[config.mk]
export PLATFORM = sky130hd
export DESIGN_NAME = iram_arbiter
export DESIGN_NICKNAME = d
export VERILOG_FILES = /design/src/rtl/iram_arbiter.sv
export SDC_FILE = /design/constraint.sdc
export NUM_CORES = 1
export LEC_CHECK = 0
export ABC_AREA = 0
export CORE_ASPECT_RATIO = 0.5
export CORE_MARGIN = 5
export CORE_UTILIZATION = 24
export CTS_BUF_LIST = sky130_fd_sc_hd__clkbuf_4 sky130_fd_sc_hd__clkbuf_8 sky130_fd_sc_hd__clkbuf_16
export CTS_CLUSTER_SIZE = 12
export DETAILED_ROUTE_END_ITERATION = 10
export PLACE_DENSITY_LB_ADDON = 0.08
export SLEW_MARGIN = 20
export SYNTH_ARGS = -nofsm -noshare
export SYNTH_HDL_FRONTEND = slang
export SYNTH_SLANG_ARGS = --single-unit
[constraint.sdc]
create_clock -name clk -period 1.3 [get_ports clk]
set_clock_uncertainty 0.15 [all_clocks]
set_input_delay 0.195 -clock clk [delete_from_list [all_inputs] [get_ports clk]]
set_output_delay 0.195 -clock clk [all_outputs]
set_load 0.1 [all_outputs]
[src/rtl/iram_arbiter.sv]
// Two-port arbiter in front of a single-port instruction RAM: fetch port A, loader/debug port B.
// Optional starvation guard for port B is enabled by defining IRAM_ARB_STARVE_GUARD_EN.
module iram_arbiter #(
    parameter int unsigned ADDR_W     = 12,
    parameter int unsigned STARVE_MAX = 8
) (
    input  logic              clk,
    input  logic              rst,
    input  logic              a_req,
    input  logic [ADDR_W-1:0] a_addr,
    output logic              a_gnt,
    output logic              a_rvalid,
    output logic [31:0]       a_rdata,
    input  logic              b_req,
    input  logic [3:0]        b_we,
    input  logic [ADDR_W-1:0] b_addr,
    input  logic [31:0]       b_wdata,
    input  logic              b_lock,
    output logic              b_gnt,
    output logic              b_rvalid,
    output logic [31:0]       b_rdata,
    output logic              ram_rst,
    output logic [3:0]        ram_wea,
    output logic [ADDR_W-1:0] ram_addra,
    output logic [31:0]       ram_dina,
    input  logic [31:0]       ram_douta
);

    typedef enum logic {StArb, StLocked} state_e;

    state_e            state_q, state_d;
    logic [ADDR_W-1:0] addr_q, addr_d;
    logic              tag_vld_q, tag_vld_d;
    logic              tag_b_q, tag_b_d;
    logic              force_b;

`ifdef IRAM_ARB_STARVE_GUARD_EN
    localparam int unsigned CntW = ($clog2(STARVE_MAX + 1) > 0) ? $clog2(STARVE_MAX + 1) : 1;
    localparam logic [CntW-1:0] CntMax = CntW'(STARVE_MAX);

    logic [CntW-1:0] cnt_q, cnt_d;

    assign force_b = (state_q == StArb) && b_req && (cnt_q == CntMax);

    always_comb begin
        cnt_d = '0;
        if (state_q == StArb && b_req && !b_gnt) begin
            cnt_d = (cnt_q == CntMax) ? cnt_q : cnt_q + 1'b1;
        end
    end

    always_ff @(posedge clk) begin
        if (!rst) begin
            cnt_q <= '0;
        end else begin
            cnt_q <= cnt_d;
        end
    end
`else
    logic unused_starve_max;
    assign unused_starve_max = ^STARVE_MAX;
    assign force_b           = 1'b0;
`endif

    // Grants are held off for the whole cycle while reset is asserted.
    always_comb begin
        a_gnt   = 1'b0;
        b_gnt   = 1'b0;
        state_d = state_q;
        if (rst) begin
            unique case (state_q)
                StArb: begin
                    if (a_req && !force_b) begin
                        a_gnt = 1'b1;
                    end else if (b_req) begin
                        b_gnt = 1'b1;
                    end
                    if (b_gnt && b_lock) begin
                        state_d = StLocked;
                    end
                end
                StLocked: begin
                    b_gnt = b_req;
                    if (!b_lock) begin
                        state_d = StArb;
                    end
                end
                default: state_d = StArb;
            endcase
        end
    end

    always_comb begin
        addr_d    = addr_q;
        ram_wea   = 4'h0;
        ram_dina  = '0;
        if (a_gnt) begin
            addr_d = a_addr;
        end else if (b_gnt) begin
            addr_d   = b_addr;
            ram_wea  = b_we;
            ram_dina = b_wdata;
        end
        ram_addra = addr_d;
        tag_vld_d = a_gnt || (b_gnt && (b_we == 4'h0));
        tag_b_d   = b_gnt;
    end

    always_ff @(posedge clk) begin
        if (!rst) begin
            state_q   <= StArb;
            addr_q    <= '0;
            tag_vld_q <= 1'b0;
            tag_b_q   <= 1'b0;
        end else begin
            state_q   <= state_d;
            addr_q    <= addr_d;
            tag_vld_q <= tag_vld_d;
            tag_b_q   <= tag_b_d;
        end
    end

    assign a_rvalid = rst && tag_vld_q && !tag_b_q;
    assign b_rvalid = rst && tag_vld_q && tag_b_q;
    assign a_rdata  = ram_douta;
    assign b_rdata  = ram_douta;
    assign ram_rst  = ~rst;

endmodule

* Word level (Yosys, flattened, before mapping) *
Index checks and enable logic that the tools add are counted.

cells by class
  muxes and demuxes = 18
  reductions and logical operators = 8
  bitwise operators = 2

operators by type and width
  kind                             number
  two-way mux 32 bit               2
  two-way mux 12 bit               2
  two-way mux 1 bit                10
  two-way mux 4 bit                2
  logical AND 1 bit                5
  logical NOT 4 bit                1
  case mux 1 bit (2 select lines)  2
  NOT 1 bit                        2
  logical NOT 1 bit                1
  logical OR 1 bit                 1

word-level totals
  word-level logic and storage cells = 32
  output and inout port bits = 117
  bits in registers = 15

* Longest topological paths before layout *
Gate-level depths: netlist (run 1).

  depth after elaboration = 8
  gate-level depth with buffers = 5

* Least setup slack after synthesis (run 1) *
No wires, ideal clock.

  kind = register -> output
  start = reg state_q
  end = out ram_addra[10]
  stages on the path, launching flop included = 6
  data arrival time = 2.401 ns
  setup slack = -1.446 ns
  required time = 0.955 ns
  path through = dfxtp_1 > nand2b_4 > buf_12 > buf_6 > mux2i_1 > a2bb2oi_1

on the way
  word-level cells in the longest chain between the ends = 5
  elaborated cells on any way between the ends = 7

RTL lines
  what                             line  RTL
  start: declaration               31    state_e state_q, state_d;
  start signal: assignment         111   state_q <= StArb;
  start signal: assignment         116   state_q <= state_d;
  NOT 1 bit                        n/a
  case mux 1 bit (2 select lines)  71    unique case (state_q)
  two-way mux 1 bit                70    if (rst) begin
  two-way mux 12 bit               99    end else if (b_gnt) begin
  two-way mux 12 bit (*)           97    if (a_gnt) begin
  end: declaration                 24    output logic [ADDR_W-1:0] ram_addra,

Every way passes the cells marked *; elsewhere a longest branch is shown, timed or not.

* Final worst setup path (run 1) *
  start = reg state_q
  end = out ram_dina[30]

on the way
  word-level cells in the longest chain between the ends = 5
  elaborated cells on any way between the ends = 7

RTL lines
  what                             line  RTL
  NOT 1 bit                        n/a
  case mux 1 bit (2 select lines)  71
  two-way mux 1 bit                70
  two-way mux 32 bit               99
  two-way mux 32 bit (*)           97
  end: declaration                 25    output logic [31:0] ram_dina,

Marked as above.

==> impl_metrics.tcl, run 1 <==
set metrics [dict create \
    setup_viol 55 \
    critPathMaxFanout 19 \
    syn_nets 316 \
    clkPwrFrac 0.210 \
    cts.sinks 15 \
    syn_area_mm2 0.00178 \
    fp.dieH_um 70.9 \
    initial_core_util 0.245 \
    min_path_type "in -> out" \
    final_cells 384 \
    grt_pass1_vias 1797 \
    min_period_ns 1.84 \
    powerDensity_mw_per_mm2 775 \
    rsz0062_at_grt "yes" \
    gp_congestion 0.702 \
    power.internal_w 0.00178 \
    crit_path_top_delay_cell "dfxtp_2" \
    worstSetupEndpointType "output pin" \
    avgSynthCellArea_um2 8.14 \
    cts-buffers-inserted 3 \
    cts_root_buf "clkbuf_16" \
    yosys_warnings 0 \
    remaining_drc_errors 0 \
    final_cell_mix "clkdlybuf4s50_1 (61), buf_12 (58), and2_4 (36), o21ai_0 (15)" \
    violations "setup timing" \
    grt_pass1_wl_um 9990 \
    maxCapViolations 0 \
    fp.dieArea_mm2 0.00936 \
    fin_crit_sh 1.42 \
    crit_required_ns 0.95 \
    final.setup.worst_slack_ns -0.541 \
    synth_cells 219 \
    fillCellCount 650 \
    yosysSeqAreaShare 0.168 \
    dp_hpwl_um 5070 \
    r2r_slack_ns -0.06 \
    num_io_pins 214 \
    p_seq_frac 0.179 \
    area_delta_synth_final_pct 115 \
    tightest_slew_ns 0.337 \
    synth_xor_area_frac 0 \
    ant_nets 0 \
    diodes 0 \
    drtIter0Drc 29 \
    p_sw_w 0.00119 \
    cts.htree.levels 1 \
    dp_slack_ns -0.707 \
    fp.dieW_um 132 \
    synth.area.mux_share 0.0674 \
    drv_slew 0 \
    grt_max_degree 26 \
    synth_adder_area_share 0 \
    yosys.area_share.simple 0.251 \
    cts_tree "done" \
    holdWs_ns 0.240 \
    first_pass_iters 4 \
    yosys_register_bits 15 \
    grt_overflow 0 \
    grt_usage 0.130 \
    clock_latency_ns 0.24 \
    vdd_drop_max_mv 0.477 \
    via_per_inst 4.39 \
    cts_max_path_buffers 2 \
    power_w 0.00297 \
    crit_type "reg -> out" \
    hold_viol_final 0 \
    combPwrFrac 0.611 \
    synth_compound_area_frac 0.170 \
    critPathArrivalTime_ns 1.50 \
    fmax_ghz 0.543 \
    r2r_start "state_q" \
    cp-startpoint "state_q" \
    port-buffer-count 117 \
    drive_gt1_frac 0.552 \
    final_cell_area_mm2 0.00383 \
    swShare 0.401 \
    antenna_found_initial 0 \
    worstHoldStart "ram_douta[21]" \
    cts.clk_slew.worst_paths_ns 0.05 \
    synth_top_family_by_area "buffers and inverters" \
    wl_per_cell_um 16.8 \
    final_net_count 386 \
    path_cells "nand2b_4 -> and3_4 -> buf_12 -> and2_4 -> buf_12" \
    start_kind "flip-flop" \
    post_dp_cell_area_mm2 0.00346 \
    max_stage_delay_ns 0.33 \
    dp_cells 372 \
    wirelength_um 6470 \
    vias 1684 \
    slew_headroom 0.775 \
    p_leak_nw 1.50 \
    status "finished with violations" \
    final_common_cell "clkdlybuf4s50_1" \
    coreArea_mm2 0.00727 \
    path_common_cell "buf_12" \
    rows 22 \
    ys_types 22 \
]
sequential cells by signal (all words and copies together), names as in the netlist:
name       count
tag_vld_q      1
state_q        1
addr_q        12
tag_b_q        1
final cells by class:
type | instances | area, um^2 | area share
Timing Repair Buffer | 144 | 2030 | 0.529
Clock buffer | 4 | 82.6 | 0.0215
Multi-Input combinational cell | 123 | 1290 | 0.336
Tap cell | 96 | 120 | 0.0313
Inverter | 2 | 11.3 | 0.00294
Sequential cell | 15 | 304 | 0.0793
synthesized netlist by cell type (all sizes together):
cell type  count  area share
o21a           1      0.0042
clkbuf         4      0.0084
and3           3       0.013
nor4           1      0.0035
inv            2      0.0042
a21oi         14       0.039
and2          36        0.17
nand2b        13       0.050
o21ai         24       0.067
and2b          1      0.0042
nand2          2      0.0042
a2bb2oi       12       0.059
mux2i         12       0.067
nor2           4      0.0084
buf           75        0.33
dfxtp         15        0.17
power groups by stage:
| stage | logic [W] | clock network, W | registers (W) |
|---|---|---|---|
| after floorplan | 0.00197 | 0 | 0.000534 |
| after global placement | 0.00168 | 0 | 0.000538 |
| after detailed placement | 0.00169 | 0 | 0.000539 |
| after CTS | 0.00175 | 0.000651 | 0.000531 |
| after global routing | 0.00188 | 0.000675 | 0.000535 |
| final | 0.00181 | 0.000625 | 0.000531 |
worst max-delay path, delay by kind of cell (launching register included):
family / cells / cell delay (ns)
AND/OR/NAND/NOR: 3 / 0.59
flip-flops: 1 / 0.33
buffers and inverters: 2 / 0.32
final timing paths:
path	to	cells past startpoint
setup / recovery	ram_dina[30]	5
hold / removal	a_rdata[21]	0
setup reg to reg	addr_q[2]	6
hold reg to reg	state_q	2
routing by layer:
layer / part of all wire / global-route usage / wire, um / vias up
met5: 0 / 0.0152 / 0 / -
met4: 0.011 / 0.0308 / 72 / 0
met3: 0.092 / 0.0504 / 596 / 11
met2: 0.55 / 0.254 / 3590 / 92
met1: 0.34 / 0.130 / 2210 / 777
li1: - / - / - / 804
repair_timing:
action | 4_1_cts | 5_1_grt
hold buffers | 0 | 0
resized for setup | 25 | 26
setup buffers | 3 | 3
gates cloned | 1 | 1
endpoints found under the setup margin | 60 | 61
endpoints found under the hold margin | 0 | 0
pin swaps | 2 | 7
through the flow:
stage                util  TNS (ns)
finish              0.528    -26.47
global route        0.528    -29.07
CTS                 0.505    -26.80
detailed placement  0.476    -36.42
global placement    0.476    -35.38
floorplan               -    -14.76
cells by family after synthesis:
kind of cell | count (synthesis)
mux | 12
buf+inv | 81
compound gates | 51
simple gates | 60
flops | 15
(Power assumes the default switching activity.)
==> run 2: changes to the inputs <==
--- a/config.mk
+++ b/config.mk
@@ -7,11 +7,12 @@
 export LEC_CHECK = 0
 export ABC_AREA = 0
 export CORE_ASPECT_RATIO = 0.5
-export CORE_MARGIN = 5
+export CORE_MARGIN = 2
 export CORE_UTILIZATION = 24
 export CTS_BUF_LIST = sky130_fd_sc_hd__clkbuf_4 sky130_fd_sc_hd__clkbuf_8 sky130_fd_sc_hd__clkbuf_16
 export CTS_CLUSTER_SIZE = 12
 export DETAILED_ROUTE_END_ITERATION = 10
+export GPL_ROUTABILITY_DRIVEN = 0
 export PLACE_DENSITY_LB_ADDON = 0.08
 export SLEW_MARGIN = 20
 export SYNTH_ARGS = -nofsm -noshare
==> impl_metrics.tcl, run 2 (synthesized netlist as in run 1, its figures left out) <==
set metrics [dict create \
    min_period_ns 1.82 \
    rows 22 \
    critPathArrivalTime_ns 1.48 \
    first_pass_iters 4 \
    grt_pass1_vias 1612 \
    num_io_pins 214 \
    cts_hold_buffers 0 \
    diodes 0 \
    critPathMaxFanout 6 \
    min_to "a_rdata[0]" \
    crit_required_ns 0.95 \
    initial_core_util 0.245 \
    powerDensity_mw_per_mm2 776 \
    cts.sinks 15 \
    grt_max_degree 20 \
    fp.dieW_um 126 \
    remaining_drc_errors 0 \
    rsz0062_at_grt "yes" \
    hold_depth 0 \
    maxCapViolations 0 \
    cts_max_path_buffers 2 \
    combPwrFrac 0.610 \
    cts_tree "done" \
    largest_reg_flops 12 \
    post_dp_cell_area_mm2 0.00344 \
    via_per_inst 4.30 \
    setup_viol 50 \
    wirelength_um 5500 \
    grt_overflow 0 \
    antenna_found_initial 0 \
    dp_hpwl_um 4510 \
    swShare 0.404 \
    r2r_start "state_q" \
    p_leak_nw 1.44 \
    wl_per_cell_um 14.8 \
    min_path_type "in -> out" \
    cts.htree.levels 1 \
    cts-buffers-inserted 3 \
    p_seq_frac 0.184 \
    hold_viol_final 0 \
    fp.dieH_um 64.9 \
    final.setup.worst_slack_ns -0.525 \
    slew_headroom 0.803 \
    fin_crit_sh 1.40 \
    r2r_cells 5 \
    final_cell_area_mm2 0.00372 \
    tightest_slew_ns 0.292 \
    grt_pass1_wl_um 8660 \
    drive_gt1_frac 0.523 \
    p_sw_w 0.00117 \
    cts_root_buf "clkbuf_16" \
    fin_util 0.512 \
    grt_usage 0.131 \
    drtIter0Drc 32 \
    port-buffer-count 117 \
    fmax_ghz 0.548 \
    fillCellCount 643 \
    vdd_drop_max_mv 0.430 \
    worstSetupEndpointType "output pin" \
    crit_type "reg -> out" \
    tns_ns -24.26 \
    coreArea_mm2 0.00727 \
    area_delta_synth_final_pct 108 \
    regMostFlops "addr_q" \
    final_cell_mix "clkdlybuf4s50_1 (61), buf_12 (61), and2_4 (36), o21ai_0 (22), a21oi_1 (14)" \
    status "finished with violations" \
    final_net_count 375 \
    start_kind "flip-flop" \
    ant_nets 0 \
    cts.clk_slew.worst_paths_ns 0.05 \
    vias 1605 \
    power.internal_w 0.00172 \
    worstHoldStart "ram_douta[0]" \
    clkPwrFrac 0.206 \
    clock_latency_ns 0.24 \
    violations "setup timing" \
    timing.rr.end "addr_q[9]" \
    drv_slew 0 \
    fp.dieArea_mm2 0.00818 \
    r2r_slack_ns 0.07 \
]
## run 2: cell count changes in the layout (fill, tap and decap cells not counted), moves of 3 or more
cell / delta
buf_12: +3
o21ai_0: +7
buf_4: -8
o21ai_2: -3
o21ai_1: -4
## run 2: stage by stage
| stage | hold slack [ns] | instances | power, W | setup slack [ns] |
|---|---|---|---|---|
| detailed placement | 0.241 | 368 | 0.00222 | -0.691 |
| CTS | 0.241 | 373 | 0.00290 | -0.538 |
| global placement | 0.241 | 368 | 0.00221 | -0.650 |
| finish | 0.240 | 373 | 0.00289 | -0.525 |
| global route | 0.240 | 373 | 0.00299 | -0.570 |
| floorplan | 0.173 | 219 | 0.00250 | -0.457 |
## run 2: worst max-delay path by stage
stage | from | endpoint | slack, ns | cells past startpoint
3_3_place_gp | a_req | ram_addra[10] | -0.65 | 6
6_report | state_q | ram_addra[10] | -0.52 | 5
5_1_grt | state_q | ram_addra[10] | -0.57 | 5
2_1_floorplan | state_q | ram_addra[10] | -0.46 | 5
4_1_cts | state_q | ram_addra[10] | -0.54 | 5
3_5_place_dp | b_req | ram_addra[9] | -0.69 | 6
## run 2: final cells by class
cell class                 count  area (um^2)  area share
clock buffer                   3         75.1      0.0202
clock inverter                 1         5.00     0.00135
inverter                       2         11.3     0.00303
multi-input combinational    123         1280       0.344
sequential                    15          304      0.0818
tap                           96          120      0.0323
timing repair buffer         133         1920       0.518
## run 2: per-layer routing
layer,part of all wire,track usage,up-vias
met3,0.088,0.0487,8
li1,-,-,790
met4,0.0084,0.0302,0
met1,0.36,0.144,730
met5,0,0,-
met2,0.55,0.243,77
## run 2: what timing repair did
action / in CTS / in global routing
buffers inserted: 1 / 0
pin swaps: 7 / 8
setup endpoints to repair: 55 / 55
resized for setup: 30 / 11
## run 2: worst max-delay path: stages (launching register included)
cell and delay (ns):
dfxtp_2 0.33, and2b_1 0.20, o21a_4 0.22, buf_12 0.15, a2bb2oi_4 0.17, buf_12 0.16
## run 2: power groups by stage
stage               clock network (W)  logic [W]  registers, W
finish                       0.000596    0.00176      0.000531
global placement                    0    0.00167      0.000537
global route                 0.000638    0.00182      0.000534
CTS                          0.000619    0.00175      0.000531
floorplan                           0    0.00197      0.000534
detailed placement                  0    0.00168      0.000539
==> run 3: changes to the inputs <==
--- a/config.mk
+++ b/config.mk
@@ -14,6 +14,7 @@
 export DETAILED_ROUTE_END_ITERATION = 10
 export GPL_ROUTABILITY_DRIVEN = 0
 export PLACE_DENSITY_LB_ADDON = 0.08
+export SKIP_LAST_GASP = 1
 export SLEW_MARGIN = 20
 export SYNTH_ARGS = -nofsm -noshare
 export SYNTH_HDL_FRONTEND = slang
==> impl_metrics.tcl, run 3 (synthesized netlist as in run 1, its figures left out) <==
set metrics [dict create \
    tightest_slew_ns 0.286 \
    status "finished with violations" \
    final_cell_mix "clkdlybuf4s50_1 (61), buf_12 (61), and2_4 (36), o21ai_0 (23), a21oi_1 (14)" \
    min_to "a_rdata[0]" \
    final_net_count 381 \
    via_per_inst 4.32 \
    wl_per_cell_um 15.1 \
    grt_pass1_wl_um 8660 \
    r2r_start "state_q" \
    cts_hold_buffers 0 \
    min_path_type "in -> out" \
    remaining_drc_errors 0 \
    rows 22 \
    tns_ns -24.60 \
    cts_root_buf "clkbuf_16" \
    final_cell_area_mm2 0.00380 \
    maxCapViolations 0 \
    fp.dieW_um 126 \
    drive_gt1_frac 0.534 \
    fp.dieArea_mm2 0.00818 \
    fin_util 0.523 \
    cts-buffers-inserted 3 \
    worstHoldStart "ram_douta[0]" \
    drv_slew 0 \
    dp_hpwl_um 4510 \
    drtIter0Drc 43 \
    num_io_pins 214 \
    cts.htree.levels 1 \
    fp.dieH_um 64.9 \
    timing.rr.end "addr_q[5]" \
    r2r_cells 6 \
    ant_nets 0 \
    post_dp_cell_area_mm2 0.00344 \
    coreArea_mm2 0.00727 \
    grt_max_degree 20 \
    vdd_drop_max_mv 0.423 \
    p_leak_nw 1.48 \
    setup_viol 51 \
    clock_latency_ns 0.24 \
    diodes 0 \
    final-seq-area_um2 304 \
    grt_overflow 0 \
    largest_reg_flops 12 \
    critPathMaxFanout 6 \
    vias 1639 \
    cts_tree "done" \
    fmax_ghz 0.549 \
    slew_headroom 0.807 \
    start_kind "flip-flop" \
    r2r_slack_ns -0.09 \
    grt_usage 0.131 \
    initial_core_util 0.245 \
    regMostFlops "addr_q" \
    multi_input_area_mm2 0.00128 \
    critPathArrivalTime_ns 1.48 \
    min_period_ns 1.82 \
    cts_max_path_buffers 2 \
    hold_depth 0 \
    crit_required_ns 0.95 \
    final.setup.worst_slack_ns -0.520 \
    fin_crit_sh 1.40 \
    powerDensity_mw_per_mm2 771 \
    area_delta_synth_final_pct 113 \
    grt_pass1_vias 1640 \
    port-buffer-count 117 \
    crit_type "reg -> out" \
    antenna_found_initial 0 \
    fillCellCount 638 \
    violations "setup timing" \
    hold_viol_final 0 \
    first_pass_iters 4 \
    rsz0062_at_grt "yes" \
    cts.clk_slew.worst_paths_ns 0.05 \
    wirelength_um 5740 \
    worstSetupEndpointType "output pin" \
    cts.sinks 15 \
]
[run 3: worst max-delay path, cell delays in order (launching register included)]
cell and delay (ns):
dfxtp_2 0.33, and2b_1 0.20, o21a_4 0.22, buf_12 0.15
a2bb2oi_4 0.17, buf_12 0.16
[run 3: worst max-delay path by stage]
stage                     startpoint            end  cells past startpoint
after floorplan              state_q  ram_addra[10]                      5
after global placement         a_req  ram_addra[10]                      6
after detailed placement       b_req   ram_addra[9]                      6
after CTS                    state_q  ram_addra[10]                      5
after global routing         state_q   ram_dina[24]                      5
final                        state_q  ram_addra[10]                      5
[run 3: power by group]
group / internal (W) / switching (W) / total [W]
sequential: 0.000497 / 0.0000329 / 0.000530
clock: 0.000411 / 0.000191 / 0.000602
combinational: 0.000836 / 0.000959 / 0.00180
total: 0.00174 / 0.00118 / 0.00293
[run 3: timing repair]
action	in CTS	in global routing
pin swaps	2	3
hold endpoints to repair	0	0
cloned	0	2
endpoints found under the setup margin	55	54
gates resized for setup	28	12
buffers inserted	1	4
[run 3: through the flow]
stage               setup WS (ns)  hold WS, ns  total power [W]  cells
global placement           -0.650        0.241          0.00221    368
global route               -0.575        0.240          0.00303    379
finish                     -0.520        0.240          0.00293    379
floorplan                  -0.457        0.173          0.00250    219
detailed placement         -0.691        0.241          0.00222    368
CTS                        -0.538        0.241          0.00289    373
[run 3: layer usage]
| layer | vias up | track usage | share of wire |
|---|---|---|---|
| met1 | 756 | 0.142 | 0.37 |
| li1 | 800 | - | - |
| met4 | 0 | 0.0302 | 0.0080 |
| met5 | - | 0 | 0 |
| met3 | 8 | 0.0487 | 0.082 |
| met2 | 75 | 0.245 | 0.54 |
[run 3: layout make-up]
type	count	area share
clock buffer	3	0.0198
tap	96	0.0316
clock inverter	1	0.00132
timing repair buffer	139	0.528
sequential	15	0.0801
inverter	2	0.00297
multi-input combinational	123	0.336
